`src/rtl/layer_seq_pkg.sv`:
```
// Shared encodings for the layer command sequencer: op codes, descriptor
// field positions and FSM state constants.
package layer_seq_pkg;

    localparam logic [1:0] OP_RUN    = 2'd0;
    localparam logic [1:0] OP_POOL   = 2'd1;
    localparam logic [1:0] OP_WWRITE = 2'd2;
    localparam logic [1:0] OP_BWRITE = 2'd3;

    localparam int F_OP_LSB    = 0;
    localparam int F_BACKPROP  = 2;
    localparam int F_DELTAW    = 3;
    localparam int F_ENBIAS    = 4;
    localparam int F_DWCONV    = 5;
    localparam int F_IRQ_EN    = 6;
    localparam int F_BEATS_LSB = 8;

    localparam logic [2:0] ST_IDLE   = 3'd0;
    localparam logic [2:0] ST_SETUP  = 3'd1;
    localparam logic [2:0] ST_ACTIVE = 3'd2;
    localparam logic [2:0] ST_DRAIN  = 3'd3;
    localparam logic [2:0] ST_GAP    = 3'd4;

    // Mode vector order is {bwrite, wwrite, pool, run}.
    function automatic logic [3:0] op_onehot(input logic [1:0] op);
        return 4'b0001 << op;
    endfunction

endpackage

```
`src/rtl/seq_fifo.sv`:
```
// Descriptor FIFO: synchronous write, head always visible on rdata,
// occupancy count and a synchronous flush that also discards a same-cycle push.
module seq_fifo #(
    parameter int DEPTH = 4,
    parameter int W     = 32
) (
    input  logic                       clk,
    input  logic                       rst_n,
    input  logic                       flush,
    input  logic                       push,
    input  logic                       pop,
    input  logic [W-1:0]               wdata,
    output logic [W-1:0]               rdata,
    output logic [$clog2(DEPTH+1)-1:0] count
);

    localparam int AW = $clog2(DEPTH);
    localparam int CW = $clog2(DEPTH+1);

    logic [W-1:0]  mem [DEPTH];
    logic [AW-1:0] wr_ptr;
    logic [AW-1:0] rd_ptr;
    logic          do_push;
    logic          do_pop;

    assign do_push = push && (count != CW'(DEPTH)) && !flush;
    assign do_pop  = pop && (count != '0) && !flush;
    assign rdata   = mem[rd_ptr];

    // DEPTH is a power of two, so the pointers wrap by plain overflow.
    always_ff @(posedge clk or negedge rst_n) begin
        if (!rst_n) begin
            wr_ptr <= '0;
            rd_ptr <= '0;
            count  <= '0;
        end else if (flush) begin
            wr_ptr <= '0;
            rd_ptr <= '0;
            count  <= '0;
        end else begin
            if (do_push) wr_ptr <= wr_ptr + 1'b1;
            if (do_pop)  rd_ptr <= rd_ptr + 1'b1;
            if (do_push && !do_pop)      count <= count + 1'b1;
            else if (do_pop && !do_push) count <= count - 1'b1;
        end
    end

    always_ff @(posedge clk) begin
        if (do_push) mem[wr_ptr] <= wdata;
    end

endmodule

```
`src/rtl/layer_seq.sv`:
```
// Layer command sequencer: walks queued descriptors, raising one mode output
// per layer and dropping it for a gap cycle so downstream controllers reset.
module layer_seq
    import layer_seq_pkg::*;
#(
    parameter int DEPTH = 4,
    parameter int BW    = 16
) (
    input  logic                       AXIS_ACLK,
    input  logic                       AXIS_ARESETN,
    input  logic                       cmd_valid,
    output logic                       cmd_ready,
    input  logic [31:0]                cmd_data,
    input  logic                       src_beat,
    input  logic                       layer_done,
    input  logic                       out_idle,
    input  logic                       abort,
    input  logic                       err_clr,
    output logic                       run,
    output logic                       pool,
    output logic                       wwrite,
    output logic                       bwrite,
    output logic                       backprop,
    output logic                       deltaw,
    output logic                       enbias,
    output logic                       dwconv,
    output logic                       busy,
    output logic                       irq,
    output logic                       err,
    output logic [$clog2(DEPTH+1)-1:0] cmd_count,
    output logic [2:0]                 state_dbg
);

    localparam int CW = $clog2(DEPTH+1);

    logic [2:0]    state, state_next;
    logic [31:0]   desc_q, desc_next, fifo_rdata;
    logic [BW-1:0] beat_cnt, beat_cnt_next, beats;
    logic          done_seen;
    logic [3:0]    mode_q, flags_q;
    logic          irq_q, err_q;
    logic          push, pop, stray_beat, in_layer_next;
    logic          unused_rsv;

    // A descriptor transfers on cmd_valid && cmd_ready; cmd_valid must hold
    // with stable cmd_data until that cycle, cmd_ready depends only on occupancy.
    assign cmd_ready = (cmd_count != CW'(DEPTH));
    assign push      = cmd_valid && cmd_ready && !abort;
    assign pop       = (state == ST_IDLE) && (cmd_count != '0) && !abort;

    seq_fifo #(.DEPTH(DEPTH), .W(32)) u_fifo (
        .clk   (AXIS_ACLK),
        .rst_n (AXIS_ARESETN),
        .flush (abort),
        .push  (push),
        .pop   (pop),
        .wdata (cmd_data),
        .rdata (fifo_rdata),
        .count (cmd_count)
    );

    assign beats      = desc_q[F_BEATS_LSB +: BW];
    assign unused_rsv = ^{desc_q[31:24], desc_q[7]};
    assign stray_beat = src_beat &&
                        (((state != ST_ACTIVE) && (state != ST_DRAIN)) || (beat_cnt == beats));

    always_comb begin
        state_next    = state;
        desc_next     = desc_q;
        beat_cnt_next = beat_cnt;
        if ((state == ST_ACTIVE) && src_beat && (beat_cnt != beats))
            beat_cnt_next = beat_cnt + 1'b1;
        case (state)
            ST_IDLE: begin
                if (pop) begin
                    state_next = ST_SETUP;
                    desc_next  = fifo_rdata;
                end
            end
            ST_SETUP:  state_next = ST_ACTIVE;
            // Writes finish on beat count alone; compute ops also need layer_done.
            ST_ACTIVE: begin
                if ((beat_cnt_next == beats) &&
                    (desc_q[F_OP_LSB+1] || done_seen || layer_done))
                    state_next = ST_DRAIN;
            end
            ST_DRAIN:  if (out_idle) state_next = ST_GAP;
            ST_GAP:    state_next = ST_IDLE;
            default:   state_next = ST_IDLE;
        endcase
        if (abort) state_next = ST_IDLE;
    end

    assign in_layer_next = (state_next == ST_SETUP) || (state_next == ST_ACTIVE) ||
                           (state_next == ST_DRAIN);

    always_ff @(posedge AXIS_ACLK or negedge AXIS_ARESETN) begin
        if (!AXIS_ARESETN) begin
            state     <= ST_IDLE;
            desc_q    <= '0;
            beat_cnt  <= '0;
            done_seen <= 1'b0;
            mode_q    <= '0;
            flags_q   <= '0;
            irq_q     <= 1'b0;
            err_q     <= 1'b0;
        end else begin
            state     <= state_next;
            desc_q    <= desc_next;
            beat_cnt  <= (state == ST_SETUP) ? '0 : beat_cnt_next;
            if (state == ST_SETUP)                      done_seen <= 1'b0;
            else if ((state == ST_ACTIVE) && layer_done) done_seen <= 1'b1;
            mode_q    <= ((state_next == ST_ACTIVE) || (state_next == ST_DRAIN)) ?
                         op_onehot(desc_next[F_OP_LSB +: 2]) : 4'b0000;
            flags_q   <= in_layer_next ? desc_next[F_DWCONV:F_BACKPROP] : 4'b0000;
            irq_q     <= (state_next == ST_GAP) && desc_next[F_IRQ_EN];
            if (stray_beat)   err_q <= 1'b1;
            else if (err_clr) err_q <= 1'b0;
        end
    end

    assign {bwrite, wwrite, pool, run}          = mode_q;
    assign {dwconv, enbias, deltaw, backprop}   = flags_q;
    assign irq       = irq_q;
    assign err       = err_q;
    assign busy      = (state != ST_IDLE) || (cmd_count != '0);
    assign state_dbg = state;

endmodule
```
`config.mk`:
```
export PLATFORM = sky130hd
export DESIGN_NAME = layer_seq
export DESIGN_NICKNAME = d
export VERILOG_FILES = /design/src/rtl/layer_seq_pkg.sv /design/src/rtl/seq_fifo.sv /design/src/rtl/layer_seq.sv
export SDC_FILE = /design/constraint.sdc
export NUM_CORES = 1
export LEC_CHECK = 0
export ABC_AREA = 1
export BUFFER_PORTS_ARGS = -buffer_cell sky130_fd_sc_hd__buf_2
export CAP_MARGIN = 20
export CORE_MARGIN = 4
export CORE_UTILIZATION = 35
export CTS_CLUSTER_SIZE = 25
export DETAILED_ROUTE_END_ITERATION = 10
export GPL_ROUTABILITY_DRIVEN = 0
export HOLD_SLACK_MARGIN = 0.15
export PLACE_DENSITY = 0.53
export SYNTH_ARGS = -nofsm -noshare
export SYNTH_HDL_FRONTEND = slang
export SYNTH_SLANG_ARGS = --single-unit
export TNS_END_PERCENT = 20
```
`constraint.sdc`:
```
create_clock -name AXIS_ACLK -period 2.5 [get_ports AXIS_ACLK]
set_input_delay 0.25 -clock AXIS_ACLK [delete_from_list [all_inputs] [get_ports AXIS_ACLK]]
set_output_delay 0.25 -clock AXIS_ACLK [all_outputs]
set_load 0.1 [all_outputs]
```
==> results of run 1 <==
-- path summary, 6_finish.rpt --
kind,startpoint,depth (start not counted),slack [ns],end
setup / recovery,beat_cnt[6],19,0.20,flags_q[2]
hold / removal,cmd_valid,5,0.37,u_fifo.wr_ptr[0]
setup reg to reg,beat_cnt[6],19,0.20,flags_q[2]
hold reg to reg,desc_q[6],2,0.47,desc_q[6]
max in group asynchronous,AXIS_ARESETN,3,1.38,beat_cnt[5]
min in group asynchronous,AXIS_ARESETN,3,0.52,mode_q[3]
-- through the flow --
step	setup TNS [ns]	instance area (µm²)	power, mW	setup WS, ns	hold slack (ns)
2_1_floorplan	-0.0121	6940	5.58	-0.0121	-0.0456
3_3_place_gp	0	7620	6.41	0.178	0.447
3_5_place_dp	0	7620	6.48	0.147	0.448
4_1_cts	0	8500	9.09	0.122	0.347
5_1_grt	-0.00273	8620	9.66	-0.00273	0.394
6_report	0	8620	9.05	0.196	0.370
-- where the power goes --
group,internal [mW],switching [mW]
sequential,3.06,0.187
combinational,0.944,2.30
clock,1.49,1.07
total,5.50,3.55
-- critical path, delay by kind of cell (launching register included) --
| kind | cells | cell delay, ns |
|---|---|---|
| AOI/OAI and AO/OA | 1 | 0.15 |
| buffers and inverters | 3 | 0.34 |
| DFF | 1 | 0.40 |
| and+or+nand+nor | 15 | 1.36 |
-- cell type report --
cell class,instances,area (µm²),share of cell area
clock inverter,15,164,0.0190
tap,265,332,0.0385
sequential,152,4270,0.496
inverter,84,315,0.0366
clock buffer,17,425,0.0494
timing repair buffer,114,821,0.0953
multi-input combinational,447,2290,0.265
-- synthesized netlist by cell type, types with 9 or more instances --
master,count,share of area
sky130_fd_sc_hd__nand2_1,155,0.085
sky130_fd_sc_hd__edfxtp_1,92,0.40
sky130_fd_sc_hd__nor2_1,87,0.047
sky130_fd_sc_hd__inv_1,79,0.043
sky130_fd_sc_hd__o21ai_0,74,0.054
sky130_fd_sc_hd__dfrtp_1,60,0.22
sky130_fd_sc_hd__nand3_1,26,0.019
sky130_fd_sc_hd__o22ai_1,22,0.020
sky130_fd_sc_hd__clkbuf_1,17,0.0093
sky130_fd_sc_hd__a21oi_1,16,0.012
sky130_fd_sc_hd__nor3_1,10,0.0073
sky130_fd_sc_hd__nand4_1,9,0.0082
-- cell families (layout without fill, tap and decap cells) --
group           after synthesis  count (layout)  share of synthesized area
simple gates                312             313                      0.202
fa+ha+maj                     6               6                     0.0120
flops                       152             152                      0.619
buf+inv                     106             230                     0.0602
compound gates              121             121                     0.0958
xor+xnor                      7               7                     0.0109
-- sequential cells by signal (all words and copies together), names as in the netlist --
name and count:
beat_cnt 16, desc_q 23, done_seen 1, err 1
flags_q 4, irq 1, mode_q 4, state_dbg 3
u_fifo.count 3, u_fifo.mem 92, u_fifo.rd_ptr 2, u_fifo.wr_ptr 2
-- per-layer routing --
| layer | up-vias | wire length, µm | GRT usage | share of wire |
|---|---|---|---|---|
| met3 | 23 | 490 | 0.0338 | 0.031 |
| met5 | - | 0 | 0 | 0 |
| met1 | 2482 | 7680 | 0.202 | 0.49 |
| li1 | 2583 | - | - | - |
| met4 | 0 | 239 | 0.0434 | 0.015 |
| met2 | 80 | 7350 | 0.243 | 0.47 |
-- cells in the final DEF (no fill, tap or decap), types with 2 or more instances in the layout --
cell type,count
sky130_fd_sc_hd__inv_1,78
sky130_fd_sc_hd__nor2_1,81
sky130_fd_sc_hd__a32o_1,2
sky130_fd_sc_hd__o21a_1,4
sky130_fd_sc_hd__nor2_4,8
sky130_fd_sc_hd__nand3_2,5
sky130_fd_sc_hd__ha_1,5
sky130_fd_sc_hd__buf_2,48
sky130_fd_sc_hd__dfrtp_2,8
sky130_fd_sc_hd__xor2_1,6
sky130_fd_sc_hd__clkinv_4,2
sky130_fd_sc_hd__nand3b_1,3
sky130_fd_sc_hd__o21ai_0,74
sky130_fd_sc_hd__nand4_1,9
sky130_fd_sc_hd__dlygate4sd3_1,29
sky130_fd_sc_hd__inv_6,5
sky130_fd_sc_hd__clkinv_1,4
sky130_fd_sc_hd__nor3_1,10
sky130_fd_sc_hd__nor2_2,2
sky130_fd_sc_hd__nand3_4,4
sky130_fd_sc_hd__o22ai_1,22
sky130_fd_sc_hd__buf_4,36
sky130_fd_sc_hd__edfxtp_1,92
sky130_fd_sc_hd__clkbuf_16,17
sky130_fd_sc_hd__a21oi_1,15
sky130_fd_sc_hd__inv_8,2
sky130_fd_sc_hd__nand3_1,24
sky130_fd_sc_hd__dfrtp_1,52
sky130_fd_sc_hd__nand2_4,2
sky130_fd_sc_hd__nand2_1,155
sky130_fd_sc_hd__bufinv_16,2
sky130_fd_sc_hd__nor3_2,2
sky130_fd_sc_hd__inv_2,4
sky130_fd_sc_hd__nand2_2,4
-- what timing repair did --
action	in CTS	in global routing
setup buffers	0	12
endpoints found under the setup margin	0	5
endpoints found under the hold margin	157	0
gates resized for setup	0	9
hold buffers	29	0
==> parameters.txt, run 1 <==
Parameter                              Value

Run status
  Result of the run    finished, final reports clean

Layout
  Final-layout fill cell count    1873
  Layout Nets    862
  Number of standard cells in the layout, taps in and fillers out    1094
  Ratio of cells with drive above 1 in the final layout    0.188
  Final core area utilization    0.444
  Area growth from synthesis to layout    25.2%
  Number of antenna cells inserted    0

Logic synthesis
  Post-synthesis register bit count    152
  Number of instances in the synthesized netlist    704
  Distinct cell type count after synthesis    38
  Syn_area_per_cell    9.78 µm²
  Number of enable flip-flop cells after synthesis    92
  Synthesized netlist net count    750
  Post-synth top flop    sky130_fd_sc_hd__edfxtp_1
  Register area share after synthesis    0.619
  Post-synthesis instance area    6880 µm²
  Post-synth ARST share    0.395
  Number of warnings reported in the yosys synthesis log    0

STA
  Setup violators final    0
  Maximum clock frequency    0.434 GHz
  Number of pins with negative max-slew slack in the final report    0
  Endpoints failing hold    0
  Portion of the clock cycle consumed by the worst path in the final layout    0.922
  Fin Clk Skew    0.00697 ns
  Period minus WS final    2.30 ns
  Max-slew headroom    0.472
  Measured slew at the worst slew-check pin    0.792 ns

Routing
  Routed length per placed instance    14.4 µm
  Via-to-Cell Ratio    4.72
  Via count    5168
  Router iterations before antenna repair    4
  Total wirelength of the detailed-routed design    15800 µm
  Number of nets with antenna violations after detailed routing    0
  DRC Markers    0
  Number of DRC markers in iteration 0    325

GRT
  Leftover overflow at the end of global routing    0
  Antenna violations before repair    0
  First-pass GRT wire length    25800 µm
  Vias in the first global route    5029
  Pin count of the biggest net entering global routing    61
  Global-route usage over all layers    0.150

Worst setup path
  Series of cell instances along the critical path    inv_1, nand2_1, nand2_1, nor2_1, nand2_1, nor2_4, nand2_4, buf_4, nand3_2, nand2_1, nand2_1, nand2_1, clkinv_1, nand2_1, nor2_1, nand3_1, nand2_1, nand2_2, a21oi_1
  Crit path top cell by count    sky130_fd_sc_hd__nand2_1
  Worst setup SP type    flip-flop
  Largest stage delay on the critical path    0.40 ns
  Slowest-stage cell, CP    sky130_fd_sc_hd__dfrtp_1
  Capturing element type of the critical path    flip-flop
  Data arrival at the endpoint of the critical path    2.65 ns
  Maximum fanout along the worst path    8
  Setup Crit Path Kind    reg2reg
  Required time at the worst-slack endpoint    2.84 ns

CTS
  Sink Count    152
  Depth of the CTS H-tree    4
  Source-to-sink clock delay at the later pin of the worst-skew pair    0.42 ns
  Clock-pin transition on the worst setup and hold timing paths    0.07 ns
  Clock buffer count from CTS    17
  Clock tree from TritonCTS    yes
  CTS Root Buffer Type    sky130_fd_sc_hd__clkbuf_16
  Max Root-Sink Buffers    2

Placement
  Total placed cells including tap cells    1020
  Final HPWL from detailed placement    10400 µm
  I/O Buffers    48

Power
  Worst supply voltage drop on vdd    0.483 mV
  Static leakage    3.62 nW
  Ratio of total power to cell area    1050 nW/µm²

Floorplan
  Floorplan die width    148 µm
  CORE AREA    19400 µm²
  Die height    148 µm
  Initial standard-cell utilization of the core    0.355
  Total die area    22000 µm²
  I/O pin cnt    58
  # rows    51

Run
  Maximum capacitance violations    0

Worst hold path
  Hold Path Class    in2reg
Power figures use the tool's default switching activity.
==> run 2: changes to the inputs <==
--- a/config.mk
+++ b/config.mk
@@ -15,6 +15,7 @@
 export GPL_ROUTABILITY_DRIVEN = 0
 export HOLD_SLACK_MARGIN = 0.15
 export PLACE_DENSITY = 0.53
+export REMOVE_ABC_BUFFERS = 1
 export SYNTH_ARGS = -nofsm -noshare
 export SYNTH_HDL_FRONTEND = slang
 export SYNTH_SLANG_ARGS = --single-unit
==> run 2 against run 1 <==
Compared with the run above: clock power up 7%; core utilization about the same; non-clock buffer count down 8; sequential share of layout area down 0.12 points; clock-buffer cell count up 6; combinational power down 2%; die area unchanged; via count about the same; clock skew down 0.0015 ns; first-iteration DRC count up 1.8%; final area up 0.10%; critical path depth unchanged; critical endpoint is now flags_q[0]; largest cell class unchanged; largest power group unchanged.
==> parameters.txt, run 2 (synthesized netlist as in run 1, its figures left out) <==
Parameter                              Value

Floorplan
  Die height    148 µm
  # rows    51
  I/O pin cnt    58
  Floorplan die width    148 µm
  CORE AREA    19400 µm²
  Total die area    22000 µm²
  Initial standard-cell utilization of the core    0.355

Placement
  Final HPWL from detailed placement    10400 µm
  Worst setup timing slack at the placement stage    -0.0125 ns
  I/O Buffers    48
  Total placed cells including tap cells    1017

Worst hold path
  Hold wc startpoint    src_beat
  Hold path cells    5
  Hold Path Class    in2reg
  Hold endpoint    beat_cnt[4]

STA
  Measured slew at the worst slew-check pin    0.658 ns
  Max-slew headroom    0.561
  Period minus WS final    2.36 ns
  Maximum clock frequency    0.424 GHz
  Worst setup slack after layout    0.143 ns
  Fin Clk Skew    0.00547 ns
  Portion of the clock cycle consumed by the worst path in the final layout    0.943
  Endpoints failing hold    0
  Number of pins with negative max-slew slack in the final report    0
  Setup violators final    0

Worst setup path
  Required time at the worst-slack endpoint    2.85 ns
  R2R setup slack    0.14 ns
  Largest stage delay on the critical path    0.39 ns
  Capturing element type of the critical path    flip-flop
  Worst reg2reg path startpoint    desc_q[13]
  Reg2reg path depth    19
  Setup Crit Path Kind    reg2reg
  Capture instance of the worst register-to-register path    flags_q[0]
  Series of cell instances along the critical path    inv_1, nand2_1, nand2_1, nor2_1, nand2_1, nor2_4, buf_12, nand2_8, nand2_4, inv_1, nand2_1, nand3_1, nand2_1, nand2_1, nor2_1, nand3_1, nand2_2, nand2_4, a21oi_2
  Maximum fanout along the worst path    7
  Crit path top cell by count    sky130_fd_sc_hd__nand2_1
  Data arrival at the endpoint of the critical path    2.70 ns
  Slowest-stage cell, CP    sky130_fd_sc_hd__dfrtp_1
  Worst setup SP type    flip-flop

GRT
  Pin count of the biggest net entering global routing    48
  Global-route usage over all layers    0.148
  Vias in the first global route    5108
  First-pass GRT wire length    25600 µm
  Antenna violations before repair    0
  Leftover overflow at the end of global routing    0

CTS
  Clock buffer count from CTS    17
  Max Root-Sink Buffers    2
  CTS Root Buffer Type    sky130_fd_sc_hd__clkbuf_16
  Source-to-sink clock delay at the later pin of the worst-skew pair    0.42 ns
  Depth of the CTS H-tree    4
  Sink Count    152
  Clock-pin transition on the worst setup and hold timing paths    0.06 ns
  Clock tree from TritonCTS    yes

Layout
  Combined flip-flop and latch cell area    4270 µm²
  Number of standard cells in the layout, taps in and fillers out    1087
  Ratio of cells with drive above 1 in the final layout    0.176
  Final-layout fill cell count    1831
  Most flops, register    u_fifo.mem
  Final core area utilization    0.445
  Layout Nets    855
  Number of antenna cells inserted    0
  Registers with the most flip-flops    u_fifo.mem (92), desc_q (23), beat_cnt (16)
  Flip-flop count of the largest register after layout    92
  Area growth from synthesis to layout    25.3%
  Most frequent cells in the layout    sky130_fd_sc_hd__nand2_1 (153), sky130_fd_sc_hd__edfxtp_1 (92), sky130_fd_sc_hd__nor2_1 (80)
  Most common cell after layout, fill and taps aside    sky130_fd_sc_hd__nand2_1
  Area of the multi-input gates    2280 µm²

Routing
  Router iterations before antenna repair    5
  Total wirelength of the detailed-routed design    15900 µm
  DRC Markers    0
  Number of DRC markers in iteration 0    331
  Routed length per placed instance    14.6 µm
  Number of nets with antenna violations after detailed routing    0
  Via-to-Cell Ratio    4.76
  Via count    5172

Power
  Ratio of total power to cell area    1060 nW/µm²
  Worst supply voltage drop on vdd    0.437 mV
  Static leakage    3.63 nW

Run status
  Result of the run    finished, final reports clean

Run
  Maximum capacitance violations    0
run 2: changes by cell type in the layout (fill, tap and decap cells not counted), moves of 3 or more:
cell / previous run / this run
sky130_fd_sc_hd__buf_12: 1 / 4
sky130_fd_sc_hd__buf_4: 36 / 25
sky130_fd_sc_hd__clkbuf_1: 0 / 4
sky130_fd_sc_hd__dfrtp_1: 52 / 57
sky130_fd_sc_hd__dfrtp_2: 8 / 3
sky130_fd_sc_hd__nor2_2: 2 / 7
sky130_fd_sc_hd__nor2_4: 8 / 4
run 2: per-stage QoR:
step                      setup TNS, ns  power [mW]  area (µm²)  hold slack [ns]
after floorplan                 -146.99        5.47        6790          -0.0456
after global placement                0        6.33        7570            0.317
after detailed placement        -0.0125        6.41        7570            0.320
after CTS                             0        9.21        8510            0.340
after global routing            -0.0798        9.75        8630            0.396
final                                 0        9.17        8630            0.351
run 2: final cells by class:
class,instances,area share
Inverter,84,0.0366
Tap cell,265,0.0384
Multi-Input combinational cell,448,0.265
Timing Repair Buffer,106,0.0925
Clock buffer,23,0.0543
Sequential cell,152,0.495
Clock inverter,9,0.0189
run 2: per-layer routing:
| metal | GRT usage | vias to the layer above | wire, µm |
|---|---|---|---|
| li1 | - | 2566 | - |
| met1 | 0.197 | 2470 | 7450 |
| met5 | 0 | - | 0 |
| met4 | 0.0693 | 0 | 485 |
| met3 | 0.0293 | 38 | 470 |
| met2 | 0.236 | 98 | 7470 |
run 2: worst max-delay path by stage:
stage / depth (start not counted) / end / slack [ns] / from
after detailed placement: 18 / flags_q[0] / -0.01 / beat_cnt[12]
after global placement: 18 / flags_q[1] / 0.06 / beat_cnt[12]
final: 19 / flags_q[0] / 0.14 / desc_q[13]
after floorplan: 4 / u_fifo.mem[0][0] / -1.32 / u_fifo.count[1]
after CTS: 18 / flags_q[0] / 0.04 / beat_cnt[12]
after global routing: 18 / flags_q[0] / -0.04 / beat_cnt[10]
run 2: repair_timing:
item                                    4_1_cts  5_1_grt
pin swaps                                     0        5
endpoints found under the hold margin       124        0
resized for setup                             2       13
hold buffers                                 29        0
endpoints found under the setup margin        2        5
buffers inserted                              0        7
gates cloned                                  0        2
run 2: power by group:
part / total [mW] / internal [mW] / switching [mW] / leakage [nW]
registers: 3.24 / 3.06 / 0.182 / 1.61
logic: 3.19 / 0.941 / 2.25 / 1.72
clock network: 2.73 / 1.74 / 0.996 / 0.303
total: 9.17 / 5.73 / 3.43 / 3.63
run 2: critical path, delay by kind of cell (launching register included):
family	cells	cell delay, ns
AOI/OAI and AO/OA	1	0.14
and+or+nand+nor	15	1.45
DFF	1	0.39
buffers and inverters	3	0.30
